File: src/rtl/riscv_pkg.sv
// Shared core definitions used by the MEM-stage load/store unit.
package riscv_pkg;

    typedef enum logic [1:0] {
        LSU_IDLE,
        LSU_REQ,
        LSU_WAIT_RSP
    } lsu_state_t;

    localparam logic [31:0] TRAP_CODE_LOAD_ADDR_MISALIGNED  = 32'd4;
    localparam logic [31:0] TRAP_CODE_STORE_ADDR_MISALIGNED = 32'd6;

    // Byte accesses can never be misaligned, so only half/word sizes are inputs.
    function automatic logic lsu_misaligned(input logic [1:0] off, input logic half, input logic word);
        return (half & off[0]) | (word & (off != 2'b00));
    endfunction

endpackage

File: src/rtl/mem_lsu_align.sv
// Byte-lane steering for stores and extract/extend for loads; purely combinational.
module lsu_align
    import riscv_pkg::*;
(
    input  logic [1:0]  st_off_i,
    input  logic        st_byte_i,
    input  logic        st_half_i,
    input  logic [31:0] st_wdata_i,
    output logic [3:0]  st_wstrb_o,
    output logic [31:0] st_wdata_o,
    input  logic [1:0]  ld_off_i,
    input  logic        ld_b_i,
    input  logic        ld_bu_i,
    input  logic        ld_h_i,
    input  logic        ld_hu_i,
    input  logic [31:0] ld_rdata_i,
    output logic [31:0] ld_data_o
);

    logic [31:0] ld_shift;

    always_comb begin
        st_wstrb_o = 4'b1111;
        st_wdata_o = st_wdata_i;
        if (st_byte_i) begin
            st_wstrb_o = 4'b0001 << st_off_i;
            st_wdata_o = {4{st_wdata_i[7:0]}};
        end else if (st_half_i) begin
            st_wstrb_o = 4'b0011 << st_off_i;
            st_wdata_o = {2{st_wdata_i[15:0]}};
        end
    end

    always_comb begin
        ld_shift  = ld_rdata_i >> {ld_off_i, 3'b000};
        ld_data_o = ld_shift;
        if (ld_b_i)       ld_data_o = {{24{ld_shift[7]}}, ld_shift[7:0]};
        else if (ld_bu_i) ld_data_o = {24'h0, ld_shift[7:0]};
        else if (ld_h_i)  ld_data_o = {{16{ld_shift[15]}}, ld_shift[15:0]};
        else if (ld_hu_i) ld_data_o = {16'h0, ld_shift[15:0]};
    end

endmodule

File: src/rtl/mem_lsu.sv
// MEM-stage load/store unit: request/response FSM, misalignment traps and pipeline stall.
module mem_lsu
    import riscv_pkg::*;
(
    input  logic        clk_i,
    input  logic        rst_ni,
    input  logic        lsu_start_i,
    input  logic        lsu_is_read_i,
    input  logic        lsu_is_write_i,
    input  logic [31:0] lsu_addr_i,
    input  logic [31:0] lsu_wdata_i,
    input  logic        lsu_size_b_i,
    input  logic        lsu_size_bu_i,
    input  logic        lsu_size_h_i,
    input  logic        lsu_size_hu_i,
    input  logic        lsu_size_w_i,
    input  logic        lsu_flush_i,
    output logic        dmem_req_valid_o,
    input  logic        dmem_req_ready_i,
    output logic [31:0] dmem_req_addr_o,
    output logic        dmem_req_we_o,
    output logic [3:0]  dmem_req_wstrb_o,
    output logic [31:0] dmem_req_wdata_o,
    input  logic        dmem_rsp_valid_i,
    input  logic [31:0] dmem_rsp_rdata_i,
    output logic        lsu_busy_o,
    output logic        lsu_done_o,
    output logic [31:0] lsu_load_data_o,
    output logic        lsu_trap_valid_o,
    output logic [31:0] lsu_trap_mcause_o,
    output logic [31:0] lsu_trap_addr_o
);

    lsu_state_t  state_q, state_d;
    logic        drop_q, drop_d;
    logic        req_valid_q, req_valid_d;
    logic [31:0] req_addr_q, req_addr_d;
    logic        we_q, we_d;
    logic [3:0]  wstrb_q, wstrb_d;
    logic [31:0] wdata_q, wdata_d;
    logic [1:0]  off_q, off_d;
    logic [3:0]  ld_sz_q, ld_sz_d;   // {b, bu, h, hu}; all zero means word
    logic        done_q, done_d;
    logic [31:0] ld_data_q, ld_data_d;
    logic        trap_q, trap_d;
    logic [31:0] mcause_q, mcause_d;
    logic [31:0] trap_addr_q, trap_addr_d;

    logic        misaligned;
    logic [3:0]  st_wstrb;
    logic [31:0] st_wdata, ld_fmt;

    assign misaligned = lsu_misaligned(lsu_addr_i[1:0], lsu_size_h_i | lsu_size_hu_i, lsu_size_w_i);

    lsu_align u_align (
        .st_off_i   (lsu_addr_i[1:0]),
        .st_byte_i  (lsu_size_b_i | lsu_size_bu_i),
        .st_half_i  (lsu_size_h_i | lsu_size_hu_i),
        .st_wdata_i (lsu_wdata_i),
        .st_wstrb_o (st_wstrb),
        .st_wdata_o (st_wdata),
        .ld_off_i   (off_q),
        .ld_b_i     (ld_sz_q[3]),
        .ld_bu_i    (ld_sz_q[2]),
        .ld_h_i     (ld_sz_q[1]),
        .ld_hu_i    (ld_sz_q[0]),
        .ld_rdata_i (dmem_rsp_rdata_i),
        .ld_data_o  (ld_fmt)
    );

    always_comb begin
        state_d     = state_q;
        drop_d      = drop_q;
        req_addr_d  = req_addr_q;
        we_d        = we_q;
        wstrb_d     = wstrb_q;
        wdata_d     = wdata_q;
        off_d       = off_q;
        ld_sz_d     = ld_sz_q;
        done_d      = 1'b0;
        ld_data_d   = ld_data_q;
        trap_d      = 1'b0;
        mcause_d    = mcause_q;
        trap_addr_d = trap_addr_q;
        unique case (state_q)
            LSU_IDLE: begin
                if (lsu_start_i && !lsu_flush_i) begin
                    if (misaligned) begin
                        trap_d      = 1'b1;
                        mcause_d    = lsu_is_read_i ? TRAP_CODE_LOAD_ADDR_MISALIGNED
                                                    : TRAP_CODE_STORE_ADDR_MISALIGNED;
                        trap_addr_d = lsu_addr_i;
                    end else begin
                        state_d    = LSU_REQ;
                        drop_d     = 1'b0;
                        req_addr_d = {lsu_addr_i[31:2], 2'b00};
                        we_d       = lsu_is_write_i;
                        wstrb_d    = lsu_is_write_i ? st_wstrb : 4'b0000;
                        wdata_d    = st_wdata;
                        off_d      = lsu_addr_i[1:0];
                        ld_sz_d    = {lsu_size_b_i, lsu_size_bu_i, lsu_size_h_i, lsu_size_hu_i};
                    end
                end
            end
            LSU_REQ: begin
                // An accepted request must still be drained even if flushed in the same cycle.
                if (dmem_req_ready_i) begin
                    state_d = LSU_WAIT_RSP;
                    drop_d  = lsu_flush_i;
                end else if (lsu_flush_i) begin
                    state_d = LSU_IDLE;
                end
            end
            LSU_WAIT_RSP: begin
                if (lsu_flush_i) drop_d = 1'b1;
                if (dmem_rsp_valid_i) begin
                    state_d = LSU_IDLE;
                    drop_d  = 1'b0;
                    if (!drop_q && !lsu_flush_i) begin
                        done_d = 1'b1;
                        if (!we_q) ld_data_d = ld_fmt;
                    end
                end
            end
            default: state_d = LSU_IDLE;
        endcase
        req_valid_d = (state_d == LSU_REQ);
    end

    always_ff @(posedge clk_i or negedge rst_ni) begin
        if (!rst_ni) begin
            state_q     <= LSU_IDLE;
            drop_q      <= 1'b0;
            req_valid_q <= 1'b0;
            req_addr_q  <= 32'h0;
            we_q        <= 1'b0;
            wstrb_q     <= 4'h0;
            wdata_q     <= 32'h0;
            off_q       <= 2'b00;
            ld_sz_q     <= 4'h0;
            done_q      <= 1'b0;
            ld_data_q   <= 32'h0;
            trap_q      <= 1'b0;
            mcause_q    <= 32'h0;
            trap_addr_q <= 32'h0;
        end else begin
            state_q     <= state_d;
            drop_q      <= drop_d;
            req_valid_q <= req_valid_d;
            req_addr_q  <= req_addr_d;
            we_q        <= we_d;
            wstrb_q     <= wstrb_d;
            wdata_q     <= wdata_d;
            off_q       <= off_d;
            ld_sz_q     <= ld_sz_d;
            done_q      <= done_d;
            ld_data_q   <= ld_data_d;
            trap_q      <= trap_d;
            mcause_q    <= mcause_d;
            trap_addr_q <= trap_addr_d;
        end
    end

    assign lsu_busy_o        = (state_q != LSU_IDLE) | (lsu_start_i & ~misaligned);
    assign dmem_req_valid_o  = req_valid_q;
    assign dmem_req_addr_o   = req_addr_q;
    assign dmem_req_we_o     = we_q;
    assign dmem_req_wstrb_o  = wstrb_q;
    assign dmem_req_wdata_o  = wdata_q;
    assign lsu_done_o        = done_q;
    assign lsu_load_data_o   = ld_data_q;
    assign lsu_trap_valid_o  = trap_q;
    assign lsu_trap_mcause_o = mcause_q;
    assign lsu_trap_addr_o   = trap_addr_q;

endmodule

File: config.mk
export PLATFORM = sky130hd
export DESIGN_NAME = mem_lsu
export DESIGN_NICKNAME = d
export VERILOG_FILES = /design/src/rtl/riscv_pkg.sv /design/src/rtl/mem_lsu_align.sv /design/src/rtl/mem_lsu.sv
export SDC_FILE = /design/constraint.sdc
export NUM_CORES = 1
export LEC_CHECK = 0
export BUFFER_PORTS_ARGS = -buffer_cell sky130_fd_sc_hd__buf_2
export CAP_MARGIN = 15
export CORE_ASPECT_RATIO = 2
export CORE_MARGIN = 10
export CORE_UTILIZATION = 53
export CTS_CLUSTER_SIZE = 10
export DETAILED_ROUTE_END_ITERATION = 16
export PLACE_DENSITY = 0.95
export SYNTH_ARGS = -nofsm -noshare
export SYNTH_HDL_FRONTEND = slang
export SYNTH_HIERARCHICAL = 1
export SYNTH_SLANG_ARGS = --single-unit
export TNS_END_PERCENT = 10
File: constraint.sdc
create_clock -name clk_i -period 3.3 [get_ports clk_i]
set_input_delay 0.165 -clock clk_i [delete_from_list [all_inputs] [get_ports clk_i]]
set_output_delay 0.165 -clock clk_i [all_outputs]
set_load 0.01 [all_outputs]
# After elaboration in Yosys (flattened, before gate mapping)
# Index checks and enable logic that the tools add are counted.
# classes
reduce_logical	12
shifts	3
bitwise	9
mux	28
eq_ne	7
# ops
op	n
32-bit two-way mux	6
32-bit by 5-bit >> shifter with 32-bit output	1
2-bit two-way mux	6
4-bit two-way mux	3
1-bit two-way mux	11
2-bit != test (second input constant)	3
2-bit one-hot mux with 3 select lines	1
3-bit AND reduction	2
5-bit AND reduction	1
2-bit by 1-bit equality test with 1-bit output (second input constant)	2
1-bit OR	4
4-bit AND reduction	1
2-bit nonzero test	2
1-bit by 2-bit left shift with 4-bit output (first input constant)	1
2-bit by 2-bit left shift with 4-bit output (first input constant)	1
1-bit bitwise AND	3
3-bit != test (second input constant)	1
1-bit one-hot mux with 3 select lines	1
3-bit nonzero test	1
2-bit equality test (second input constant)	1
1-bit logical AND	2
1-bit zero test	2
2-bit zero test	1
1-bit inverter	2
# word_totals
in_bits	109
reg_bits	175
out_inout_bits	169

# Logic depth before layout (Yosys ltp)
# Gate-level depths: netlist of the first run.
# logic_depth
ltp_word	7
depth_mapped	8
ltp_nobuf	6

# Cells and area by module
# The synthesis of the first run kept the hierarchy.
# modules_own_cells
module	n_inst	area_each_um2	cells_each
mem_lsu	1	5813.1	378
lsu_align	1	1278.7	185

# Worst setup path after synthesis of the first run
# OpenSTA, ideal clock, no wires.
# synth_path
path_kind	register -> register
startpoint	register state_q[0]
endpoint	register trap_addr_q[14], in the netlist lsu_trap_addr_o[14]
t_arrival_ps	1666
path_slack_ps	1509
required_time_ps	3175
synth_period_minus_slack_ps	1791
stages_incl_launch_ff	7
path_cell_list	dfrtp_1 -> inv_1 -> ha_1 -> and3b_1 -> a21boi_4 -> buf_4 -> mux2_2
# synth_between
elab_chain_len	2
# synth_lines
element	line_no	source
start: declaration	mem_lsu.sv:34	lsu_state_t state_q, state_d;
start signal: assignment	mem_lsu.sv:147	state_q <= state_d;
2-bit zero test	mem_lsu.sv:85	unique case (state_q)
3-bit AND reduction (no source line)	--	
end signal: assignment	mem_lsu.sv:160	trap_addr_q <= trap_addr_d;
end: declaration	mem_lsu.sv:47	logic [31:0] trap_addr_q, trap_addr_d;
# No other way between the ends.
# A chain may end at the register's enable or synchronous reset.

# Worst setup path after layout of the first run
# layout_path
startpoint	register state_q[1]
endpoint	register wdata_q[11], in the netlist dmem_req_wdata_o[11]
# layout_between
elab_chain_len	2
# layout_lines
element	line_no	source
2-bit zero test	mem_lsu.sv:85	
3-bit AND reduction (no source line)	--	
end signal: assignment	mem_lsu.sv:153	wdata_q <= wdata_d;
end: declaration	mem_lsu.sv:40	logic [31:0] wdata_q, wdata_d;
# No other way between the ends.

==> flow_metrics.tcl, run 1 <==
set metrics [dict create \
    grt_pass1_wl_mm 32.9 \
    die_y_um 184 \
    io_pins 278 \
    critPathMaxFanout 40 \
    path_buf_inv 3 \
    worst_path_largest_cell_delay_ns 0.49 \
    crit_path_end_kind "register" \
    tns_ns 0 \
    routedWlPerCell_um 22.0 \
    synth_cell_types 39 \
    clock-sinks 145 \
    layout_common_cells "buf_2, dfrtp_1, mux2_2" \
    seq_area_frac_synth_pct 51.2 \
    finalHoldViolCount 0 \
    max_freq_mhz 378 \
    clk_latency_ns 0.42 \
    worstPathCellList "inv_1, ha_1, and3b_1, nand3_4, buf_4, buf_4, mux2_2" \
    outcome "finished clean" \
    drt_iter0_markers 196 \
    crit_type "register to register" \
    setup_violations 0 \
    syn2layout_area_growth_pct 27.8 \
    cpMostUsedCell "buf_4" \
    layout_worst_path_cycle_share_pct 80.3 \
    cts_made_buffers 17 \
    clk_pin_slew_ns 0.07 \
    max-cap-violations 0 \
    worst_slew_pin_slew_ns 0.904 \
    core_area_mm2 0.0131 \
    via_per_inst 5.47 \
    leakage_nw 4.58 \
    drc_errors 0 \
    antenna_found_initial 3 \
    port_buffers 245 \
    ys_top_cells_by_area "dfrtp_1, mux2_2, buf_4, mux2i_1, mux2_1" \
    grt_max_degree 85 \
    fin_skew_ns 0.0126 \
    clockBufferDepth 2 \
    synth_area_per_cell_um2 12.6 \
    gp_congestion 0.886 \
    ir_drop_mv 0.622 \
    cts_resized 0 \
    h-tree-depth 4 \
    cp.arrival_ns 2.95 \
    final_common_cell "buf_2" \
    rows 59 \
    start_util_pct 54.3 \
    grt_pass1_vias 5824 \
    critical-path-top-delay-family "buffers and inverters" \
    syn_area_mm2 0.00709 \
    final_max_slew_viol_count 0 \
    multi_input_area_mm2 0.00304 \
    grt_use_total_pct 22.9 \
    seqCellArea_mm2 0.00363 \
    drive_gt1_share_pct 52.6 \
    max_slew_margin_pct 39.7 \
    required_ns 3.60 \
    die-area_mm2 0.0187 \
    nFillCells 876 \
    grt-ovfl-total 0 \
    drt-total-wl_mm 21.7 \
    start_kind "register" \
    rsz0062_at_grt "no" \
    nets 935 \
    postSynthCellCount 563 \
    slowest_stage "buf_4" \
    die_w_um 102 \
    root_buffer "clkbuf_16" \
    vias 5392 \
    total_power_mw 8.53 \
    yosysWarnings 6 \
    drtPass1Iterations 4 \
    fin_util_pct 69.4 \
    pwr_density_cell_mw_per_mm2 941 \
    synth.top_cell.area_share_pct 51.2 \
    tritoncts "done" \
    hold_class "primary input to register" \
    place_hpwl_mm 16.0 \
    whs_ns 0.0159 \
    postRouteAntennaNets 0 \
    ys_ff_latch 145 \
    yosys.area.top_type "dfrtp_1" \
    fin_crit_ns 2.65 \
]
==> cells by family after synthesis <==
| kind of cell | share of synthesized area [%] |
|---|---|
| compound gates | 7.43 |
| fa+ha+maj | 1.41 |
| buf+inv | 7.78 |
| flops | 51.2 |
| mux | 27.9 |
| other cells | 0.0529 |
| simple gates | 4.29 |
==> power breakdown <==
| part | internal, mW | switching, mW |
|---|---|---|
| clock network | 1.08 | 0.853 |
| logic | 1.61 | 1.82 |
| registers | 2.62 | 0.540 |
| total | 5.31 | 3.22 |
==> layer usage <==
layer  part of all wire [%]  up-vias  wire length [µm]  global-route usage, %
met5                  0.037        -                 8                      0
met4                    3.8        2               819                   11.0
li1                       -     2420                 -                      -
met1                     35     2604              7490                   23.6
met2                     51      317             11000                   39.6
met3                     11       49              2340                   8.47
==> cell usage after synthesis <==
cell,instances
ha_1,8
and2_1,1
nand2_4,1
buf_2,12
mux4_2,1
dfrtp_1,145
o2bb2ai_1,1
and4bb_1,1
mux2_1,17
buf_4,46
o221ai_2,1
nand3_2,1
clkbuf_1,6
or2_2,5
buf_6,5
and3b_1,1
nand3_1,2
a2bb2oi_1,7
o22ai_1,1
nor3_2,1
nand3b_1,1
mux2_4,1
nor3b_1,3
nor2b_1,6
o21ai_2,8
mux2_2,133
nor2_1,5
conb_1,1
a32oi_1,1
nand2_1,28
o31ai_1,1
nand2b_1,2
a21oi_1,19
o21ai_1,9
o21ai_0,38
a21boi_4,1
mux2i_1,25
inv_1,15
buf_1,3
==> stage by stage <==
stage / cells / instance area (µm²) / setup slack, ns
after CTS: 983 / 9060 / 0.683
after global routing: 985 / 9060 / 0.513
final: 985 / 9060 / 0.652
after global placement: 926 / 8210 / 0.759
after detailed placement: 926 / 8210 / 0.685
after floorplan: 594 / 7210 / 1.51
==> path summary, 6_finish.rpt <==
path / cells past startpoint / start / endpoint / slack (ns)
max: 7 / state_q[1] / dmem_req_wdata_o[11] / 0.65
min: 2 / lsu_addr_i[11] / lsu_trap_addr_o[11] / 0.02
max reg2reg: 7 / state_q[1] / dmem_req_wdata_o[11] / 0.65
min reg2reg: 1 / lsu_trap_mcause_o[2] / lsu_trap_mcause_o[2] / 0.47
max in group asynchronous: 3 / rst_ni / dmem_req_addr_o[6] / 2.11
min in group asynchronous: 2 / rst_ni / lsu_load_data_o[13] / 0.37
==> sequential cells by signal, summed over array words and instances, names as in the netlist <==
register / count
dmem_req_addr_o: 30
dmem_req_valid_o: 1
dmem_req_wdata_o: 32
dmem_req_we_o: 1
dmem_req_wstrb_o: 4
drop_q: 1
ld_sz_q: 4
lsu_done_o: 1
lsu_load_data_o: 32
lsu_trap_addr_o: 32
lsu_trap_mcause_o: 2
lsu_trap_valid_o: 1
off_q: 2
state_q: 2
==> final cells by class <==
class / instances / area share [%]
well taps: 152 / 2.10
repair buffers: 277 / 17.1
diodes: 2 / 0.0552
inverters: 15 / 0.621
clock inverters: 14 / 1.88
flip-flops and latches: 145 / 40.0
clock buffers: 18 / 4.73
multi-input cells: 362 / 33.5
==> timing repair <==
action                    in CTS  in global routing
hold endpoints to repair     124                  0
buffers inserted               0                  0
hold buffers                  25                  0
Note: power is estimated with default switching activity, not from simulation.
==> run 2, diff against run 1 <==
- CORE_UTILIZATION: 53 -> 49
- PLACE_DENSITY: 0.95 -> 0.9
- clock period: 3.3 -> 2.7 ns (I/O delays scaled with it)
==> flow_metrics.tcl, run 2 (synthesized netlist as in run 1, its figures left out) <==
set metrics [dict create \
    layout_common_cells "buf_2, dfrtp_1, mux2_2" \
    worst_slew_pin_slew_ns 0.690 \
    max_slew_margin_pct 53.9 \
    gp_congestion 0.933 \
    rsz0062_at_grt "no" \
    nFillCells 1080 \
    setup_violations 0 \
    critPathMaxFanout 40 \
    antenna_found_initial 1 \
    clk_latency_ns 0.42 \
    via_per_inst 5.24 \
    grt_pass1_vias 6190 \
    start_util_pct 49.7 \
    final_max_slew_viol_count 0 \
    drt_iter0_markers 176 \
    swShare_pct 36.5 \
    clk_pin_slew_ns 0.06 \
    max-cap-violations 0 \
    layout_worst_path_cycle_share_pct 77.9 \
    routedWlPerCell_um 20.6 \
    drtPass1Iterations 4 \
    cts_resized 0 \
    p_int_mw 6.58 \
    clockBufferDepth 2 \
    grt_use_total_pct 21.7 \
    drt-total-wl_mm 21.6 \
    drc_errors 0 \
    die-area_mm2 0.0200 \
    required_ns 2.99 \
    grt-ovfl-total 0 \
    fin_crit_ns 2.10 \
    ir_drop_mv 0.712 \
    tritoncts "done" \
    design_area_mm2 0.00934 \
    start_kind "register" \
    clock-sinks 145 \
    pwr_density_cell_mw_per_mm2 1110 \
    crit_path_end_kind "register" \
    p_clk_share_pct 21.9 \
    rows 62 \
    fin_skew_ns 0.00800 \
    pwr-share-comb_pct 41.4 \
    place_hpwl_mm 16.4 \
    die_y_um 190 \
    pre_cts_ws_ns 0.632 \
    placement.cell_area_mm2 0.00833 \
    cp.arrival_ns 2.40 \
    grt_max_degree 75 \
    setup_slack_ns 0.596 \
    grt_pass1_wl_mm 34.0 \
    outcome "finished clean" \
    cts_made_buffers 17 \
    root_buffer "clkbuf_16" \
    p_sw_mw 3.78 \
    crit_type "register to register" \
    tns_ns 0 \
    io_pins 278 \
    core_area_mm2 0.0143 \
    finalHoldViolCount 0 \
    postRouteAntennaNets 0 \
    h-tree-depth 4 \
    final_common_cell "buf_2" \
    port_buffers 245 \
    total_power_mw 10.4 \
    hold_class "primary input to register" \
    nets 961 \
    drive_gt1_share_pct 51.9 \
    die_w_um 105 \
    leakage_nw 4.68 \
    seq_power_share_pct 36.6 \
    syn2layout_area_growth_pct 31.7 \
    max_freq_mhz 475 \
    vias 5503 \
]
==> run 2: changes by cell type in the layout (fill, tap and decap cells not counted) <==
cell and delta:
buf_12 +1, buf_4 +6, bufinv_16 +1, clkbuf_1 -1
clkinv_2 +5, clkinv_8 -2, clkinvlp_4 +2, dlygate4sd3_1 +19
inv_6 -1, inv_8 -5
==> run 2: what timing repair did <==
| action | CTS | global route |
|---|---|---|
| hold buffers | 44 | 0 |
| hold endpoints to repair | 148 | 0 |
| buffers inserted | 0 | 0 |
==> run 2: layer usage <==
layer / part of all wire (%) / wire, µm / track usage, % / up-vias
li1: - / - / - / 2475
met1: 34 / 7330 / 20.4 / 2672
met2: 53 / 11400 / 38.9 / 291
met3: 8.6 / 1870 / 8.30 / 65
met4: 4.8 / 1040 / 12.8 / 0
met5: 0 / 0 / 0 / -
==> run 2: worst paths after layout <==
path	start	to	slack, ns	cells after the start
max in group asynchronous	rst_ni	dmem_req_wdata_o[21]	1.57	3
worst max register to register	state_q[0]	dmem_req_wdata_o[28]	0.60	6
worst min register to register	lsu_trap_mcause_o[2]	lsu_trap_mcause_o[2]	0.47	1
worst min-delay path	lsu_wdata_i[7]	dmem_req_wdata_o[7]	0.03	2
worst max-delay path	state_q[0]	dmem_req_wdata_o[28]	0.60	6
min in group asynchronous	rst_ni	lsu_load_data_o[8]	0.30	2
==> run 2: power groups by stage <==
stage / clock, mW / combinational [mW] / sequential (mW)
after floorplan: 0 / 2.08 / 4.19
after global placement: 0 / 4.15 / 3.73
after detailed placement: 0 / 4.26 / 3.81
after CTS: 2.32 / 4.33 / 3.79
after global routing: 2.43 / 4.62 / 3.94
final: 2.27 / 4.29 / 3.80
==> run 2: final cells by class <==
cell class	count	area (µm²)	area share (%)
Sequential cell	145	3630	38.9
Timing Repair Buffer	303	1800	19.3
Clock inverter	14	143	1.53
Inverter	15	56.3	0.603
Tap cell	192	240	2.57
Antenna cell	2	5.00	0.0536
Clock buffer	17	425	4.56
Multi-Input combinational cell	362	3040	32.5
==> run 2: metrics by stage <==
step / util [%] / cells / hold WS (ns)
final: 65.4 / 1050 / 0.0253
after global routing: 65.4 / 1049 / 0.0253
after CTS: 65.4 / 1048 / 0.0126
after detailed placement: 58.3 / 973 / 0.189
after global placement: 58.3 / 973 / 0.189
after floorplan: - / 594 / -0.161
==> run 2: worst max-delay path, stage by stage, from the launching register on <==
cell	delay, ns
dfrtp_1	0.42
inv_1	0.09
ha_1	0.26
and3b_1	0.24
nand3_4	0.09
buf_4	0.43
mux2_2	0.41
==> run 3, diff against run 2 <==
- CORE_UTILIZATION: 49 -> 44
- PLACE_DENSITY: 0.9 -> 0.86
- clock period: 2.7 -> 1.7 ns (I/O delays scaled with it)
==> flow_metrics.tcl, run 3 (synthesized netlist as in run 1, its figures left out) <==
set metrics [dict create \
    required_ns 2.00 \
    rsz0062_at_grt "yes" \
    grt_pass1_vias 6081 \
    fin_crit_ns 1.80 \
    crit_type "register to register" \
    die-area_mm2 0.0219 \
    critical-path-top-delay-family "buffers and inverters" \
    postRouteAntennaNets 0 \
    via_per_inst 5.09 \
    max_freq_mhz 555 \
    antenna_found_initial 4 \
    h-tree-depth 4 \
    max-cap-violations 0 \
    routedWlPerCell_um 20.8 \
    total_power_mw 17.3 \
    drt_iter0_markers 252 \
    clockBufferDepth 2 \
    root_buffer "clkbuf_16" \
    leakage_nw 4.97 \
    worstPathCellList "inv_2, ha_2, and3b_1, buf_4, nand3_4, buf_12, mux2_2" \
    grt_pass1_wl_mm 33.8 \
    setup_slack_ns -0.103 \
    core_area_mm2 0.0158 \
    nets 1001 \
    final_common_cell "buf_2" \
    cp.arrival_ns 2.10 \
    syn2layout_area_growth_pct 40.2 \
    grt_max_degree 37 \
    fin_cells 1102 \
    die_y_um 200 \
    dpl.cell_count 1010 \
    clk_pin_slew_ns 0.06 \
    finalHoldViolCount 0 \
    path_buf_inv 3 \
    start_kind "register" \
    hold_class "primary input to register" \
    fin_skew_ns 0.00822 \
    cts_made_buffers 17 \
    layout_common_cells "buf_2, dfrtp_1, mux2_2" \
    slowest_stage "dfrtp_1" \
    gp_congestion 0.931 \
    tritoncts "done" \
    critPathMaxFanout 29 \
    final_max_slew_viol_count 0 \
    clock-sinks 145 \
    rows 65 \
    nFillCells 1230 \
    pwr_density_cell_mw_per_mm2 1740 \
    clk_latency_ns 0.42 \
    vias 5609 \
    place_hpwl_mm 16.7 \
    grt-ovfl-total 0 \
    seqCellArea_mm2 0.00363 \
    drc_errors 0 \
    ir_drop_mv 1.29 \
    drive_gt1_share_pct 56.2 \
    die_w_um 110 \
    multi_input_area_mm2 0.00316 \
    violations "negative setup slack" \
    crit_path_end_kind "register" \
    layout_worst_path_cycle_share_pct 106 \
    grt_use_total_pct 20.4 \
    worst_path_largest_cell_delay_ns 0.39 \
    drtPass1Iterations 4 \
    setup_violations 138 \
    drt-total-wl_mm 22.9 \
    start_util_pct 44.9 \
    outcome "complete, but fails checks" \
    io_pins 278 \
    port_buffers 245 \
]
-- run 3: cell types whose count changed in the layout (fill, tap and decap cells not counted), moves of 4 or more --
cell and delta:
buf_4 +22, mux2_1 -11, o21ai_0 -4, inv_6 +5, mux2_2 -5, mux2_4 +16
buf_12 +9
-- run 3: worst paths after layout --
kind	from	to	slack [ns]	cells past startpoint
max in group asynchronous	rst_ni	lsu_load_data_o[8]	0.99	3
max	state_q[0]	dmem_req_wdata_o[3]	-0.10	7
min in group asynchronous	rst_ni	dmem_req_wdata_o[12]	0.13	2
max reg2reg	state_q[0]	dmem_req_wdata_o[3]	-0.10	7
min reg2reg	lsu_trap_mcause_o[2]	lsu_trap_mcause_o[2]	0.47	1
min	dmem_req_ready_i	drop_q	0.02	4
-- run 3: cell type report --
| class | instances | share of cell area [%] |
|---|---|---|
| repair buffers | 342 | 23.0 |
| inverters | 15 | 0.566 |
| flip-flops and latches | 145 | 36.5 |
| clock buffers | 19 | 4.55 |
| clock inverters | 13 | 1.01 |
| multi-input cells | 363 | 31.7 |
| diodes | 4 | 0.101 |
| well taps | 201 | 2.53 |
-- run 3: worst register-to-register path: cells and delay by family, from the launching register on --
family,cells,cell delay (ns)
buffers and inverters,3,0.41
adder cells (fa/ha/maj),1,0.19
multiplexers,1,0.39
flip-flops,1,0.39
AND/OR/NAND/NOR,2,0.30
-- run 3: stage by stage --
step                      setup slack [ns]  util (%)  hold WS (ns)  TNS [ns]  area, µm²
after CTS                          -0.0932      62.9       0.00430     -6.90       9930
final                               -0.103      63.0        0.0178     -8.94       9950
after detailed placement            -0.195      54.7        0.0126     -7.37       8640
after global placement              -0.178      54.7        0.0136     -2.32       8640
after global routing                -0.162      63.0        0.0231    -16.64       9940
after floorplan                    -0.0729         -        -0.211     -1.96       7220
-- run 3: report_power, final --
part	switching, mW	total, mW	internal (mW)
clock network	1.56	3.53	1.97
logic	3.87	7.76	3.88
registers	0.925	6.01	5.09
total	6.36	17.3	10.9
-- run 3: what timing repair did --
action,in CTS,in global routing
pin swaps,2,2
resized for setup,38,3
hold buffers,45,0
endpoints found under the hold margin,223,0
setup endpoints to repair,139,141
gates cloned,4,0
setup buffers,7,0
-- run 3: layer usage --
metal / up-vias / part of all wire (%) / GRT usage, %
met1: 2728 / 31 / 18.5
met5: - / 0.031 / 0
met4: 2 / 5.3 / 14.1
met2: 251 / 55 / 36.9
li1: 2565 / - / -
met3: 63 / 8.4 / 6.32
